### src/rtl/seg7_vote_decoder.sv
`default_nettype none
// ============================================================================
// Module   : seg7_vote_decoder
// Brief    : Recovers the digit shown on a 7-segment vote-count display.
//            Synchronises and debounces the pattern, then decodes the digit
//            and raises a majority flag for three or more of five votes.
// Revision : 1.0 - initial release
// ============================================================================
module seg7_vote_decoder #(
    parameter int STABLE_CYCLES = 4,
    parameter int GLITCH_W      = 8
) (
    input  logic                clk,
    input  logic                rst,
    input  logic [6:0]          segs_in,
    output logic [3:0]          digit,
    output logic                digit_valid,
    output logic                blank,
    output logic                invalid,
    output logic                majority,
    output logic                update,
    output logic [GLITCH_W-1:0] glitch_cnt
);

    // Count value at which a held candidate is considered stable.
    localparam logic [7:0] c_last = 8'(STABLE_CYCLES - 1);

    logic [6:0] r_s1;
    logic [6:0] r_s2;
    logic [6:0] r_cand;
    logic [7:0] r_cnt;
    logic [6:0] r_committed;

    logic [3:0] w_dec_digit;
    logic       w_dec_valid;
    logic       w_dec_blank;
    logic       w_dec_invalid;
    logic       w_dec_majority;
    logic       w_cand_new;
    logic       w_cand_short;
    logic       w_glitch_full;

    // ------------------------------------------------------------------------
    // Two-flop synchroniser for the asynchronous segment lines
    // ------------------------------------------------------------------------
    always_ff @(posedge clk) begin
        if (rst) begin
            r_s1 <= '0;
            r_s2 <= '0;
        end else begin
            r_s1 <= segs_in;
            r_s2 <= r_s1;
        end
    end

    // ------------------------------------------------------------------------
    // Pattern decode of the candidate about to be committed
    // ------------------------------------------------------------------------
    always_comb begin
        w_dec_digit   = 4'd0;
        w_dec_valid   = 1'b1;
        w_dec_blank   = 1'b0;
        w_dec_invalid = 1'b0;
        case (r_cand)
            7'h3F: w_dec_digit = 4'd0;
            7'h06: w_dec_digit = 4'd1;
            7'h5B: w_dec_digit = 4'd2;
            7'h4F: w_dec_digit = 4'd3;
            7'h66: w_dec_digit = 4'd4;
            7'h6D: w_dec_digit = 4'd5;
            7'h7D: w_dec_digit = 4'd6;
            7'h07: w_dec_digit = 4'd7;
            7'h7F: w_dec_digit = 4'd8;
            7'h6F: w_dec_digit = 4'd9;
            7'h00: begin
                w_dec_valid = 1'b0;
                w_dec_blank = 1'b1;
            end
            default: begin
                w_dec_valid   = 1'b0;
                w_dec_invalid = 1'b1;
            end
        endcase
        w_dec_majority = w_dec_valid && (w_dec_digit >= 4'd3);
    end

    // A candidate differing from the committed pattern that is dropped before
    // it matured counts as one glitch.
    assign w_cand_new    = (r_cand != r_committed);
    assign w_cand_short  = (r_cnt < c_last);
    assign w_glitch_full = &glitch_cnt;

    // ------------------------------------------------------------------------
    // Stability filter, commit and registered outputs
    // ------------------------------------------------------------------------
    always_ff @(posedge clk) begin
        if (rst) begin
            r_cand      <= '0;
            r_cnt       <= '0;
            r_committed <= '0;
            digit       <= 4'd0;
            digit_valid <= 1'b0;
            blank       <= 1'b1;
            invalid     <= 1'b0;
            majority    <= 1'b0;
            update      <= 1'b0;
            glitch_cnt  <= '0;
        end else begin
            update <= 1'b0;
            if (r_s2 != r_cand) begin
                r_cand <= r_s2;
                r_cnt  <= '0;
                if (w_cand_short && w_cand_new && !w_glitch_full) begin
                    glitch_cnt <= glitch_cnt + 1'b1;
                end
            end else if ((r_cnt == c_last) && w_cand_new) begin
                r_committed <= r_cand;
                digit       <= w_dec_digit;
                digit_valid <= w_dec_valid;
                blank       <= w_dec_blank;
                invalid     <= w_dec_invalid;
                majority    <= w_dec_majority;
                update      <= 1'b1;
            end else if (w_cand_short) begin
                r_cnt <= r_cnt + 8'd1;
            end
        end
    end

endmodule
`default_nettype wire

### config.mk
export PLATFORM = sky130hd
export DESIGN_NAME = seg7_vote_decoder
export DESIGN_NICKNAME = d
export VERILOG_FILES = /design/src/rtl/seg7_vote_decoder.sv
export SDC_FILE = /design/constraint.sdc
export NUM_CORES = 1
export LEC_CHECK = 0
export CORE_ASPECT_RATIO = 0.6
export CORE_MARGIN = 8
export CORE_UTILIZATION = 45
export DETAILED_ROUTE_END_ITERATION = 16
export GPL_ROUTABILITY_DRIVEN = 0
export PLACE_DENSITY = 0.77
export SYNTH_ARGS = -nofsm -noshare
export SYNTH_HDL_FRONTEND = slang
export SYNTH_SLANG_ARGS = --single-unit
### constraint.sdc
create_clock -name clk -period 2.25 [get_ports clk]
set_input_delay 0.45 -clock clk [delete_from_list [all_inputs] [get_ports clk]]
set_output_delay 0.45 -clock clk [all_outputs]
set_load 0.02 [all_outputs]
==> flow_summary.html, run 1 <==
<table>
<tr><th>Metric</th><th>Value</th></tr>
<tr><th colspan="2">Run status</th></tr>
<tr><td>Status</td><td>finished, final reports clean</td></tr>
<tr><th colspan="2">Floorplan</th></tr>
<tr><td>Count of pins on the block boundary</td><td>26</td></tr>
<tr><td>Row count</td><td>20</td></tr>
<tr><td>Die X</td><td>108 um</td></tr>
<tr><td>Overall die area</td><td>7660 um2</td></tr>
<tr><td>Vertical die dimension</td><td>71.1 um</td></tr>
<tr><td>Starting density of the core</td><td>0.459</td></tr>
<tr><td>Core area</td><td>4950 um2</td></tr>
<tr><th colspan="2">STA</th></tr>
<tr><td>Slew of the pin with the lowest slew margin</td><td>0.498 ns</td></tr>
<tr><td>Final hold violation count</td><td>0</td></tr>
<tr><td>Period utilisation layout</td><td>0.916</td></tr>
<tr><td>Min Tclk post-route</td><td>2.06 ns</td></tr>
<tr><td>RSZ-0062 raised after global routing</td><td>no</td></tr>
<tr><td>Final max-slew violation count</td><td>0</td></tr>
<tr><td>Total Negative Setup Slacks</td><td>0 ns</td></tr>
<tr><td>Crit path setup slack, layout</td><td>0.189 ns</td></tr>
<tr><td>Setup skew after layout</td><td>0.00824 ns</td></tr>
<tr><td>Final setup violation count</td><td>0</td></tr>
<tr><td>Slew Limit Headroom</td><td>0.668</td></tr>
<tr><td>Achievable frequency</td><td>0.485 GHz</td></tr>
<tr><th colspan="2">Layout</th></tr>
<tr><td>Most frequent standard cell in the layout excluding fill and tap cells</td><td>sky130_fd_sc_hd__dfxtp_1</td></tr>
<tr><td>Final Net Count</td><td>275</td></tr>
<tr><td>Inserted Diodes</td><td>0</td></tr>
<tr><td>Share of layout cells above drive strength 1</td><td>0.102</td></tr>
<tr><td>Top library cells by usage in the layout, fill and taps aside</td><td>sky130_fd_sc_hd__dfxtp_1 (52), sky130_fd_sc_hd__clkdlybuf4s50_1 (24), sky130_fd_sc_hd__nor2b_1 (22), sky130_fd_sc_hd__nand4_1 (16), sky130_fd_sc_hd__a21oi_1 (16)</td></tr>
<tr><td>Area growth, synth to finish</td><td>18.9%</td></tr>
<tr><td>Count of fill cells added during filler insertion</td><td>446</td></tr>
<tr><td>Area of the multi-input gates</td><td>1110 um2</td></tr>
<tr><td>Sequential standard cell area</td><td>1060 um2</td></tr>
<tr><th colspan="2">Flow run</th></tr>
<tr><td>Max_cap viols</td><td>0</td></tr>
<tr><th colspan="2">Clocking</th></tr>
<tr><td>Clock input transition at the sequential cells of the worst setup and hold paths</td><td>0.09 ns</td></tr>
<tr><td>Clock latency on the worst-skew pair</td><td>0.31 ns</td></tr>
<tr><td>Clock sink count</td><td>53</td></tr>
<tr><td>Root Buffer</td><td>sky130_fd_sc_hd__clkbuf_8</td></tr>
<tr><td>Longest Clk Path Bufs</td><td>2</td></tr>
<tr><td>Post-CTS Repair Setup Buffers</td><td>0</td></tr>
<tr><td>Number of H-tree branching levels</td><td>2</td></tr>
<tr><td>Clock tree from TritonCTS</td><td>built</td></tr>
<tr><td>Number of clock buffers inserted by TritonCTS</td><td>5</td></tr>
<tr><th colspan="2">Worst hold path</th></tr>
<tr><td>Class of the most critical hold timing path</td><td>flip-flop to flip-flop</td></tr>
<tr><td>Hold wc startpoint</td><td>r_s1[2]$_SDFF_PP0_</td></tr>
<tr><td>Min-Delay Path Depth</td><td>1</td></tr>
<tr><td>End point of the most critical hold path</td><td>r_s2[2]$_SDFF_PP0_</td></tr>
<tr><th colspan="2">Worst setup path</th></tr>
<tr><td>Type of element launching the critical path</td><td>flip-flop</td></tr>
<tr><td>Worst path buffer plus inverter count</td><td>0</td></tr>
<tr><td>Highest cell delay on the worst timing path</td><td>0.55 ns</td></tr>
<tr><td>Kind of cell adding the most delay to the critical path</td><td>simple AND/OR/NAND/NOR gates</td></tr>
<tr><td>Worst path required time</td><td>2.49 ns</td></tr>
<tr><td>Library cell contributing the largest single delay on the critical path</td><td>sky130_fd_sc_hd__or4_4</td></tr>
<tr><td>Slack of the worst reg-to-reg path</td><td>0.19 ns</td></tr>
<tr><td>Critical path peak fanout</td><td>14</td></tr>
<tr><td>Depth of the worst register-to-register path</td><td>5</td></tr>
<tr><td>Type of element capturing the critical path</td><td>flip-flop</td></tr>
<tr><td>Destination of the worst register-to-register timing path</td><td>glitch_cnt[4]$_SDFFE_PP0P_</td></tr>
<tr><td>CP Class</td><td>flip-flop to flip-flop</td></tr>
<tr><td>Launching instance or port of the critical path</td><td>r_cnt[4]$_SDFFE_PP0P_</td></tr>
<tr><td>Crit Reg-Reg Startpoint</td><td>r_cnt[4]$_SDFFE_PP0P_</td></tr>
<tr><td>Cell Chain, Critical Path</td><td>or4_4 -&gt; nor3_4 -&gt; o211ai_4 -&gt; or4_1 -&gt; a21oi_1</td></tr>
<tr><td>CP arrival</td><td>2.30 ns</td></tr>
<tr><th colspan="2">Synthesis</th></tr>
<tr><td>Avg Cell Area, Syn</td><td>9.40 um2</td></tr>
<tr><td>Number of flops mapped to enable cells by yosys</td><td>0</td></tr>
<tr><td>Synth top area share</td><td>0.466</td></tr>
<tr><td>Post-Synthesis Net Count</td><td>253</td></tr>
<tr><td>Syn Inst Count</td><td>242</td></tr>
<tr><td>Cell taking the most area after synthesis</td><td>sky130_fd_sc_hd__dfxtp_1</td></tr>
<tr><td>Post-Syn Area</td><td>2280 um2</td></tr>
<tr><td>Sequential-to-total area share from yosys stat</td><td>0.466</td></tr>
<tr><td>Asr flop ratio synth</td><td>0</td></tr>
<tr><td>Top flip-flop cell by instance count after synthesis</td><td>sky130_fd_sc_hd__dfxtp_1</td></tr>
<tr><td>Synthesis warning total</td><td>0</td></tr>
<tr><td>Register bit count reported by yosys</td><td>53</td></tr>
<tr><td>Largest cells by area after synthesis</td><td>sky130_fd_sc_hd__dfxtp_1 (47%), sky130_fd_sc_hd__nor2b_1 (6.0%), sky130_fd_sc_hd__xnor2_1 (4.6%)</td></tr>
<tr><td>Count of cell types in the netlist</td><td>44</td></tr>
<tr><th colspan="2">Detailed routing</th></tr>
<tr><td>Average routed wire per standard cell</td><td>14.8 um</td></tr>
<tr><td>Violation count after the first detailed-routing iteration</td><td>117</td></tr>
<tr><td>Count of unresolved DRC violations after routing</td><td>0</td></tr>
<tr><td>1st-pass router iterations</td><td>5</td></tr>
<tr><td>Vias post-DR</td><td>1,869</td></tr>
<tr><td>Drt via density</td><td>5.65</td></tr>
<tr><td>Total Routed Length</td><td>4890 um</td></tr>
<tr><td>Count of antenna-violating nets left after detailed routing</td><td>0</td></tr>
<tr><th colspan="2">Global route</th></tr>
<tr><td>Pin count of the biggest net entering global routing</td><td>29</td></tr>
<tr><td>Antenna violations before repair</td><td>0</td></tr>
<tr><td>First-pass GRT wire length</td><td>8140 um</td></tr>
<tr><td>Number of global-route vias before repair</td><td>1,642</td></tr>
<tr><td>Global route total overflow</td><td>0</td></tr>
<tr><td>GRT Util Overall</td><td>0.132</td></tr>
<tr><th colspan="2">Power and ir drop</th></tr>
<tr><td>Largest voltage drop on the vdd net</td><td>0.000328 V</td></tr>
<tr><td>Standby leakage power</td><td>0.941 nW</td></tr>
<tr><td>Power density over the cells</td><td>669 nW/um2</td></tr>
<tr><th colspan="2">Placed design</th></tr>
<tr><td>Pre-CTS setup slack</td><td>0.213 ns</td></tr>
<tr><td>Placed wire-length estimate</td><td>3540 um</td></tr>
<tr><td>Number of buffers inserted by port buffering</td><td>25</td></tr>
</table>
## area by class of cell
cell class,count,area share
multi-input cells,165,0.411
flip-flops and latches,53,0.393
repair buffers,34,0.116
clock buffers,7,0.0319
well taps,66,0.0305
clock inverters,1,0.0111
inverters,5,0.00694
## sequential cells by signal, indices dropped and copies added, names as in the netlist
signal and flops:
invalid 1, r_s2 7, r_committed 7, r_cnt 8, glitch_cnt 8, blank 1, digit_valid 1, r_s1 7
digit 4, update 1, majority 1, r_cand 7
## synth_stat cells (2+ instances only)
master and instances:
sky130_fd_sc_hd__a21oi_1 16, sky130_fd_sc_hd__a31oi_1 4, sky130_fd_sc_hd__and2_1 5, sky130_fd_sc_hd__and4_1 4, sky130_fd_sc_hd__buf_2 7, sky130_fd_sc_hd__clkbuf_1 11, sky130_fd_sc_hd__dfxtp_1 53, sky130_fd_sc_hd__ha_1 2
sky130_fd_sc_hd__inv_1 5, sky130_fd_sc_hd__mux2i_1 4, sky130_fd_sc_hd__nand2_1 3, sky130_fd_sc_hd__nand2b_1 3, sky130_fd_sc_hd__nand3_1 6, sky130_fd_sc_hd__nand4_1 16, sky130_fd_sc_hd__nor2_1 7, sky130_fd_sc_hd__nor2b_1 22
sky130_fd_sc_hd__nor3_1 6, sky130_fd_sc_hd__nor4_1 4, sky130_fd_sc_hd__o21ai_0 12, sky130_fd_sc_hd__o31ai_1 6, sky130_fd_sc_hd__or2_2 3, sky130_fd_sc_hd__or4_1 7, sky130_fd_sc_hd__xnor2_1 12, sky130_fd_sc_hd__xor2_1 4
## power breakdown
part	internal, mW	total (mW)	switching, mW
logic	0.0722	0.171	0.0991
clock network	0.363	0.656	0.293
registers	0.959	0.983	0.0237
total	1.39	1.81	0.416
## worst reg2reg max path, stage by stage (launching register included)
cell and delay [ns]:
sky130_fd_sc_hd__dfxtp_1 0.32, sky130_fd_sc_hd__or4_4 0.55, sky130_fd_sc_hd__nor3_4 0.25, sky130_fd_sc_hd__o211ai_4 0.21
sky130_fd_sc_hd__or4_1 0.51, sky130_fd_sc_hd__a21oi_1 0.16
## what timing repair did
action | in CTS | in global routing
hold buffers | 0 | 0
resized for setup | 0 | 2
setup endpoints to repair | 0 | 4
## cell families after synthesis
| group | count (synthesis) | synth area share |
|---|---|---|
| buffers and inverters | 24 | 0.0467 |
| adder cells (fa/ha/maj) | 2 | 0.0110 |
| flip-flops | 53 | 0.466 |
| XOR/XNOR | 16 | 0.0616 |
| AO/OA/AOI/OAI | 49 | 0.135 |
| AND/OR/NAND/NOR | 93 | 0.257 |
| multiplexers | 5 | 0.0225 |
## metal layers
layer  wire length, um  up-vias  global-route usage
met5                 0        -                   0
met1              2440      872               0.191
li1                  -      911                   -
met3               391        8              0.0444
met2              1990       78               0.175
met4                64        0              0.0459
## through the flow
step / power (mW) / hold slack, ns / cells / cell area [um2] / util
global route: 1.89 / 0.458 / 331 / 2710 / 0.546
CTS: 1.83 / 0.445 / 331 / 2700 / 0.545
finish: 1.81 / 0.442 / 331 / 2710 / 0.546
detailed placement: 1.17 / 0.424 / 323 / 2580 / 0.521
floorplan: 1.12 / 0.414 / 242 / 2280 / -
global placement: 1.17 / 0.419 / 323 / 2580 / 0.521
## how the worst max path moves through the flow
| stage | cells after the start | slack [ns] | to |
|---|---|---|---|
| 3_5_place_dp | 6 | 0.21 | glitch_cnt[6]$_SDFFE_PP0P_ |
| 6_report | 5 | 0.19 | glitch_cnt[4]$_SDFFE_PP0P_ |
| 3_3_place_gp | 5 | 0.24 | invalid$_SDFFE_PP0P_ |
| 5_1_grt | 5 | 0.06 | digit_valid$_SDFFE_PP0P_ |
| 4_1_cts | 6 | 0.18 | r_committed[3]$_SDFFE_PP0P_ |
| 2_1_floorplan | 6 | 0.35 | glitch_cnt[2]$_SDFFE_PP0P_ |
Power figures use the tool's default switching activity.
==> run 2, diff against run 1 <==
--- a/config.mk
+++ b/config.mk
@@ -6,4 +6,5 @@
 export NUM_CORES = 1
 export LEC_CHECK = 0
+export ABC_AREA = 1
 export CORE_ASPECT_RATIO = 0.6
 export CORE_MARGIN = 8
@@ -11,5 +12,5 @@
 export DETAILED_ROUTE_END_ITERATION = 16
 export GPL_ROUTABILITY_DRIVEN = 0
-export PLACE_DENSITY = 0.77
+export PLACE_DENSITY = 0.76
 export SYNTH_ARGS = -nofsm -noshare
 export SYNTH_HDL_FRONTEND = slang
==> constraint.sdc (replaced) <==
create_clock -name clk -period 2.25 [get_ports clk]
set_input_delay 0.675 -clock clk [delete_from_list [all_inputs] [get_ports clk]]
set_output_delay 0.675 -clock clk [all_outputs]
set_load 0.02 [all_outputs]
==> run 2 against run 1 <==
Die area up 11%. Sequential power down 0.6%. Combinational power down 7%. Clock skew about the same. Power down 8.6%. Non-clock buffer count down 4. Clock power down 21%. Sequential share of layout area down 3.7 points. Critical endpoint is now glitch_cnt[0]. Largest cell class unchanged. Largest power group unchanged. Highest routed layer unchanged.
==> flow_summary.html, run 2 <==
<table>
<tr><th>Metric</th><th>Value</th></tr>
<tr><th colspan="2">Detailed routing</th></tr>
<tr><td>Average routed wire per standard cell</td><td>10.9 um (-26%)</td></tr>
<tr><td>Count of antenna-violating nets left after detailed routing</td><td>0 (unchanged)</td></tr>
<tr><td>Drt via density</td><td>4.62 (-18%)</td></tr>
<tr><td>Total Routed Length</td><td>5570 um (+14%)</td></tr>
<tr><td>1st-pass router iterations</td><td>4 (-1)</td></tr>
<tr><td>Vias post-DR</td><td>2,361 (+26%)</td></tr>
<tr><td>Violation count after the first detailed-routing iteration</td><td>202 (+73%)</td></tr>
<tr><td>Count of unresolved DRC violations after routing</td><td>0 (unchanged)</td></tr>
<tr><th colspan="2">Synthesis</th></tr>
<tr><td>Simple-gate portion of the synthesized area</td><td>0.405 (+0.148)</td></tr>
<tr><td>Count of cell types in the netlist</td><td>23 (-48%)</td></tr>
<tr><td>Top flip-flop cell by instance count after synthesis</td><td>sky130_fd_sc_hd__dfxtp_1</td></tr>
<tr><td>Largest family of logic cells by synthesized area</td><td>simple AND/OR/NAND/NOR gates</td></tr>
<tr><td>Largest cells by area after synthesis</td><td>sky130_fd_sc_hd__dfxtp_1 (41%), sky130_fd_sc_hd__nand2_1 (19%), sky130_fd_sc_hd__nor2_1 (12%)</td></tr>
<tr><td>Syn Inst Count</td><td>403 (+67%)</td></tr>
<tr><td>Synth top area share</td><td>0.412 (-0.0537)</td></tr>
<tr><td>Avg Cell Area, Syn</td><td>6.38 um2 (-32%)</td></tr>
<tr><td>Post-Syn Area</td><td>2570 um2 (+13%)</td></tr>
<tr><td>Asr flop ratio synth</td><td>0 (unchanged)</td></tr>
<tr><td>Sequential-to-total area share from yosys stat</td><td>0.412 (-0.0537)</td></tr>
<tr><td>Post-synthesis xor/xnor area fraction</td><td>0.0204 (-0.0411)</td></tr>
<tr><td>Share of the synthesized area in compound gates (AO/OA/AOI/OAI)</td><td>0.0272 (-0.108)</td></tr>
<tr><td>Post-Synthesis Net Count</td><td>414 (+64%)</td></tr>
<tr><td>Share of synthesized cell area in full adder, half adder and majority cells</td><td>0.00973 (-0.00127)</td></tr>
<tr><td>Register bit count reported by yosys</td><td>53 (unchanged)</td></tr>
<tr><td>Cell taking the most area after synthesis</td><td>sky130_fd_sc_hd__dfxtp_1</td></tr>
<tr><td>Top post-synthesis cells by count</td><td>sky130_fd_sc_hd__nand2_1 (130), sky130_fd_sc_hd__nor2_1 (85), sky130_fd_sc_hd__inv_1 (60)</td></tr>
<tr><td>Multiplexer share of the synthesized area</td><td>0 (-0.0225)</td></tr>
<tr><td>Number of flops mapped to enable cells by yosys</td><td>0 (unchanged)</td></tr>
<tr><td>Synthesis warning total</td><td>0 (unchanged)</td></tr>
<tr><td>Most frequent cell after synthesis</td><td>sky130_fd_sc_hd__nand2_1</td></tr>
<tr><th colspan="2">Clocking</th></tr>
<tr><td>Post-cts repair resize count</td><td>0 (unchanged)</td></tr>
<tr><td>Root Buffer</td><td>sky130_fd_sc_hd__clkbuf_8</td></tr>
<tr><td>Cts hold-fix bufs</td><td>0 (unchanged)</td></tr>
<tr><td>Clock latency on the worst-skew pair</td><td>0.31 ns (about the same)</td></tr>
<tr><td>Clock tree from TritonCTS</td><td>built</td></tr>
<tr><td>Post-CTS Repair Setup Buffers</td><td>0 (unchanged)</td></tr>
<tr><td>Number of clock buffers inserted by TritonCTS</td><td>5 (unchanged)</td></tr>
<tr><td>Longest Clk Path Bufs</td><td>2 (unchanged)</td></tr>
<tr><td>Clock sink count</td><td>53 (unchanged)</td></tr>
<tr><td>Clock input transition at the sequential cells of the worst setup and hold paths</td><td>0.09 ns (about the same)</td></tr>
<tr><td>Number of H-tree branching levels</td><td>2 (unchanged)</td></tr>
<tr><th colspan="2">Global route</th></tr>
<tr><td>First-pass GRT wire length</td><td>9450 um (+16%)</td></tr>
<tr><td>Pin count of the biggest net entering global routing</td><td>33 (+14%)</td></tr>
<tr><td>Antenna violations before repair</td><td>0 (unchanged)</td></tr>
<tr><td>GRT Util Overall</td><td>0.139 (+0.00661)</td></tr>
<tr><td>Global route total overflow</td><td>0 (unchanged)</td></tr>
<tr><td>Number of global-route vias before repair</td><td>2,071 (+26%)</td></tr>
<tr><th colspan="2">Worst setup path</th></tr>
<tr><td>CP arrival</td><td>1.41 ns (-0.89 ns)</td></tr>
<tr><td>Critical path peak fanout</td><td>6 (-8)</td></tr>
<tr><td>Worst path required time</td><td>1.57 ns (-0.92 ns)</td></tr>
<tr><td>Highest cell delay on the worst timing path</td><td>0.65 ns (+0.10 ns)</td></tr>
<tr><td>Launching instance or port of the critical path</td><td>glitch_cnt[0]$_SDFFE_PP0P_</td></tr>
<tr><td>Type of element capturing the critical path</td><td>output pin</td></tr>
<tr><td>Number of stages on the worst setup path</td><td>1 (-4)</td></tr>
<tr><td>Destination of the worst register-to-register timing path</td><td>glitch_cnt[2]$_SDFFE_PP0P_</td></tr>
<tr><td>CP Class</td><td>flip-flop to output pin</td></tr>
<tr><td>Capturing instance or port of the critical path</td><td>glitch_cnt[0]</td></tr>
<tr><td>Crit Reg-Reg Startpoint</td><td>r_cand[5]$_SDFFE_PP0P_</td></tr>
<tr><td>Cell Chain, Critical Path</td><td>clkdlybuf4s50_1</td></tr>
<tr><td>Library cell contributing the largest single delay on the critical path</td><td>sky130_fd_sc_hd__clkdlybuf4s50_1</td></tr>
<tr><td>Depth of the worst register-to-register path</td><td>9 (+4)</td></tr>
<tr><td>Worst path buffer plus inverter count</td><td>1 (+1)</td></tr>
<tr><td>Kind of cell adding the most delay to the critical path</td><td>buffers and inverters</td></tr>
<tr><td>Slack of the worst reg-to-reg path</td><td>0.43 ns (+0.24 ns)</td></tr>
<tr><td>Type of element launching the critical path</td><td>flip-flop</td></tr>
<tr><th colspan="2">Run status</th></tr>
<tr><td>Status</td><td>finished, final reports clean</td></tr>
<tr><th colspan="2">Layout</th></tr>
<tr><td>Count of fill cells added during filler insertion</td><td>577 (+29%)</td></tr>
<tr><td>Final Cell Area</td><td>2980 um2 (+10%)</td></tr>
<tr><td>Final Net Count</td><td>442 (+61%)</td></tr>
<tr><td>Share of layout cells above drive strength 1</td><td>0.0510 (-0.0508)</td></tr>
<tr><td>Inserted Diodes</td><td>0 (unchanged)</td></tr>
<tr><td>Sequential standard cell area</td><td>1060 um2 (-0.12%)</td></tr>
<tr><td>Most frequent standard cell in the layout excluding fill and tap cells</td><td>sky130_fd_sc_hd__nand2_1</td></tr>
<tr><td>Area growth, synth to finish</td><td>16.0%</td></tr>
<tr><td>Top flop regs</td><td>glitch_cnt (8), r_cnt (8)</td></tr>
<tr><td>Final cell count without fillers</td><td>511 (+54%)</td></tr>
<tr><td>Area of the multi-input gates</td><td>1190 um2 (+7.0%)</td></tr>
<tr><td>Top library cells by usage in the layout, fill and taps aside</td><td>sky130_fd_sc_hd__nand2_1 (130), sky130_fd_sc_hd__nor2_1 (85), sky130_fd_sc_hd__inv_1 (60), sky130_fd_sc_hd__dfxtp_1 (53), sky130_fd_sc_hd__clkdlybuf4s50_1 (25)</td></tr>
<tr><th colspan="2">Power and ir drop</th></tr>
<tr><td>Power density over the cells</td><td>554 nW/um2 (-17%)</td></tr>
<tr><td>Sequential cell fraction of total power</td><td>0.591 (+0.048)</td></tr>
<tr><td>Clock power frac</td><td>0.313 (-0.049)</td></tr>
<tr><td>Relative contribution of combinational cells to total power</td><td>0.096 (about the same)</td></tr>
<tr><td>Largest voltage drop on the vdd net</td><td>0.000272 V (-17%)</td></tr>
<tr><td>NetSw</td><td>422 uW (+1.3%)</td></tr>
<tr><td>Cell-internal power</td><td>1.23 mW (-12%)</td></tr>
<tr><td>Final total power</td><td>1.65 mW (-8.6%)</td></tr>
<tr><td>Switching share of total power</td><td>0.255 (+0.0248)</td></tr>
<tr><td>Standby leakage power</td><td>1.47 nW (+56%)</td></tr>
<tr><th colspan="2">Floorplan</th></tr>
<tr><td>Overall die area</td><td>8470 um2 (+11%)</td></tr>
<tr><td>Count of pins on the block boundary</td><td>26 (unchanged)</td></tr>
<tr><td>Vertical die dimension</td><td>74.6 um (+4.9%)</td></tr>
<tr><td>Row count</td><td>21 (+5.0%)</td></tr>
<tr><td>Die X</td><td>114 um (+5.4%)</td></tr>
<tr><td>Starting density of the core</td><td>0.464 (+0.00466)</td></tr>
<tr><td>Core area</td><td>5540 um2 (+12%)</td></tr>
<tr><th colspan="2">STA</th></tr>
<tr><td>Slew Limit Headroom</td><td>0.750 (+0.0819)</td></tr>
<tr><td>Final setup violation count</td><td>0 (unchanged)</td></tr>
<tr><td>Period utilisation layout</td><td>0.928 (+0.0119)</td></tr>
<tr><td>Setup skew after layout</td><td>0.00781 ns (-0.000429 ns)</td></tr>
<tr><td>Achievable frequency</td><td>0.479 GHz (-1.3%)</td></tr>
<tr><td>Min Tclk post-route</td><td>2.09 ns (+0.0269 ns)</td></tr>
<tr><td>Slew of the pin with the lowest slew margin</td><td>0.374 ns (-0.124 ns)</td></tr>
<tr><td>Worst hold slack after final layout</td><td>0.408 ns (-0.0341 ns)</td></tr>
<tr><td>Total Negative Setup Slacks</td><td>0 ns (unchanged)</td></tr>
<tr><td>Final max-slew violation count</td><td>0 (unchanged)</td></tr>
<tr><td>RSZ-0062 raised after global routing</td><td>no</td></tr>
<tr><td>Final hold violation count</td><td>0 (unchanged)</td></tr>
<tr><th colspan="2">Placed design</th></tr>
<tr><td>Instance count after placement with tap cells included</td><td>504 (+56%)</td></tr>
<tr><td>Placed wire-length estimate</td><td>4220 um (+19%)</td></tr>
<tr><td>Area of placed instances</td><td>2900 um2 (+12%)</td></tr>
<tr><td>Number of buffers inserted by port buffering</td><td>25 (unchanged)</td></tr>
<tr><th colspan="2">Flow run</th></tr>
<tr><td>Max_cap viols</td><td>0 (unchanged)</td></tr>
<tr><th colspan="2">Worst hold path</th></tr>
<tr><td>Class of the most critical hold timing path</td><td>flip-flop to flip-flop</td></tr>
</table>
[run 2: area by class of cell]
cell class	count	area share
Clock buffer	5	0.0231
Clock inverter	2	0.00545
Inverter	66	0.0830
Multi-Input combinational cell	275	0.399
Sequential cell	53	0.356
Tap cell	80	0.0335
Timing Repair Buffer	30	0.101
[run 2: through the flow]
step / util / setup WS (ns)
finish: 0.538 / 0.162
global route: 0.538 / 0.0947
CTS: 0.538 / 0.160
detailed placement: 0.523 / 0.462
global placement: 0.523 / 0.465
floorplan: - / 0.559
[run 2: power by group through the flow]
stage                     logic (mW)  clock network (mW)  registers (mW)
after floorplan                0.106                   0           0.997
after global placement         0.157                   0           0.998
after detailed placement       0.159                   0           0.999
after CTS                      0.160               0.533           0.977
after global routing           0.181               0.571           0.981
final                          0.159               0.518           0.977
[run 2: cell families after synthesis]
| family | count (synthesis) |
|---|---|
| AOI/OAI and AO/OA | 14 |
| buffers and inverters | 75 |
| xor gates and xnor gates | 6 |
| DFF | 53 |
| adders and majority gates | 2 |
| and+or+nand+nor | 253 |
[run 2: worst min path at each step]
stage          slack [ns]  cells after the start                from            endpoint
3_3_place_gp         0.39                      2  r_s1[6]$_SDFF_PP0_  r_s2[6]$_SDFF_PP0_
2_1_floorplan        0.39                      2  r_s1[0]$_SDFF_PP0_  r_s2[0]$_SDFF_PP0_
3_5_place_dp         0.40                      2  r_s1[6]$_SDFF_PP0_  r_s2[6]$_SDFF_PP0_
5_1_grt              0.42                      2  r_s1[4]$_SDFF_PP0_  r_s2[4]$_SDFF_PP0_
6_report             0.41                      2  r_s1[2]$_SDFF_PP0_  r_s2[2]$_SDFF_PP0_
4_1_cts              0.41                      2  r_s1[6]$_SDFF_PP0_  r_s2[6]$_SDFF_PP0_
[run 2: per-layer routing]
metal  GRT usage  wire length [um]
met1       0.188              2860
met2       0.208              2230
met3      0.0373               404
met4      0.0484                77
met5           0                 0
==> run 3, diff against run 2 <==
CTS_CLUSTER_SIZE = 28   (was not set)
==> results of run 3 <==
No change in the layout: final DEF, timing and power equal those of run 2.
==> RTL edit, RTL diff (config.mk and constraints of run 1) <==
Make the reset (`rst`) asynchronous in 2 clocked blocks.
--- a/src/rtl/seg7_vote_decoder.sv
+++ b/src/rtl/seg7_vote_decoder.sv
@@ -44,5 +44,5 @@
     // Two-flop synchroniser for the asynchronous segment lines
     // ------------------------------------------------------------------------
-    always_ff @(posedge clk) begin
+    always_ff @(posedge clk or posedge rst) begin
         if (rst) begin
             r_s1 <= '0;
@@ -94,5 +94,5 @@
     // Stability filter, commit and registered outputs
     // ------------------------------------------------------------------------
-    always_ff @(posedge clk) begin
+    always_ff @(posedge clk or posedge rst) begin
         if (rst) begin
             r_cand      <= '0;
Check against the original RTL: differs if rst is asserted again (counterexample within 10 cycles, from zero or initial values and one cycle with rst high); with rst held inactive, the same outputs for 10 cycles.
==> RTL edit against run 1 <==
- non-clock buffer count is the same
- final area grew 2.1%
- area after synthesis grew 3.1%
- sequential cell count is the same
- routed wire length shrank 17%
- first-iteration DRC count shrank 21%
- worst hold slack lost 0.089 ns
- via count shrank 24%
- worst setup slack gained 0.019 ns
- largest cell class is now flip-flops and latches
Power is not compared: it rests on default switching activity, and its combinational part moved more than twofold at a synthesized area within 25%.
==> RTL edit: results (changes against run 1) <==
- The flow ran to the end, and the final reports show no timing, DRC or antenna violations.
- The count of non-CTS inverters in the layout is 3 (-2).
- The count of nets after finishing is 219 (-20%).
- The compound-cell area share of the yosys netlist is 3.52% (-10 points).
- The sum of met3 wire segment lengths after detailed routing was 262 um (-33%).
- The total routing resource utilization after global routing is 11.6% (-1.7 points).
- The fraction of area in multi-input gates was 33.3% (-7.8 points).
- The arrival time of the worst setup path is 2.23 ns (-0.07 ns).
- The worst reg-to-reg path cell count is 4 (-1).
- The largest fanout on the critical path is 13 (-1).
- The post-synthesis share of cell area spent on full adders, half adders and majority gates is 1.07% (-0.033 points).
- The transition time of the tightest slew-check pin is 0.722 ns (+0.224 ns).
- In the post-synthesis netlist, the biggest area contributors are dfrtp_1 55%, mux2_4 5.8%, xnor2_1 4.9%, mux2_2 3.4%, xor2_1 3.4%.
- The number of library cell types mapped by synthesis is 43 (-2.3%).
- The detailed router's first-iteration violation count is 92 (-21%).
- The commonest cells after synthesis are 52 x dfrtp_1, 13 x xnor2_1, 11 x nand3_1.
- The layout clock buffer count is 6 (-1).
- The total via count after detailed routing is 1423 (-24%).
- The pin count of the biggest net entering global routing is 47 (+62%).
- Among cell families on the critical path, the largest total delay comes from flip-flops.
- The cell with the biggest individual delay on the critical path is dfrtp_1.
- The XOR/XNOR share of the synthesized area is 8.91% (+2.7 points).
- The first-pass detailed-route iteration total is 4 (-1).
- The worst hold path belongs to the class primary input to async pin.
- The share of synthesized flip-flops with an asynchronous set or reset is 100% (+100 points).
- The number of fillers in the final layout came to 439 (-1.6%).
- The worst-case clock skew is 0.0103 ns (+0.00208 ns).
- The met2 demand-to-capacity share in global routing is 15.0% (-2.5 points).
- The global-route met1 utilization came to 17.1% (-2.0 points).
- The overall routed net length is 4040 um (-17%).
- The post-synthesis net count is 194 (-23%).
- The fraction of the yosys area taken by sequential cells is 56.6% (+10 points).
- The fraction of synthesized area in multiplexers is 10.4% (+8.1 points).
- The proportion of final cell area spent on non-clock buffers was 12.0% (+0.40 points).
- The length of routed met2 wiring is 1610 um (-19%).
- The share of layout cells above drive strength 1 came to 20.6% (+10 points).
- The met3 track demand over resource is 3.89% (-0.55 points).
- The post-placement worst setup slack came to 0.234 ns (+0.0208 ns).
[RTL edit: worst paths after layout]
kind / start / to / slack (ns)
hold / removal: rst / r_s1[4]$_DFF_PP0_ / 0.35
min in group clk: r_s1[6]$_DFF_PP0_ / r_s2[6]$_DFF_PP0_ / 0.35
hold reg to reg: r_s1[6]$_DFF_PP0_ / r_s2[6]$_DFF_PP0_ / 0.35
setup / recovery: r_cand[3]$_DFFE_PP0N_ / r_committed[4]$_DFFE_PP0P_ / 0.21
max in group asynchronous: rst / blank$_DFFE_PP1P_ / 1.36
setup reg to reg: r_cand[3]$_DFFE_PP0N_ / r_committed[4]$_DFFE_PP0P_ / 0.21
[RTL edit: metrics by stage]
step	cell area (sq um)	utilization (%)	total power [mW]	instances	hold WS [ns]
global route	2760	54.6	2.27	275	0.353
finish	2760	54.6	2.13	275	0.353
global placement	2670	52.9	1.62	267	0.331
floorplan	2350	-	1.42	183	0.331
detailed placement	2670	52.9	1.63	267	0.336
CTS	2760	54.6	2.17	275	0.351
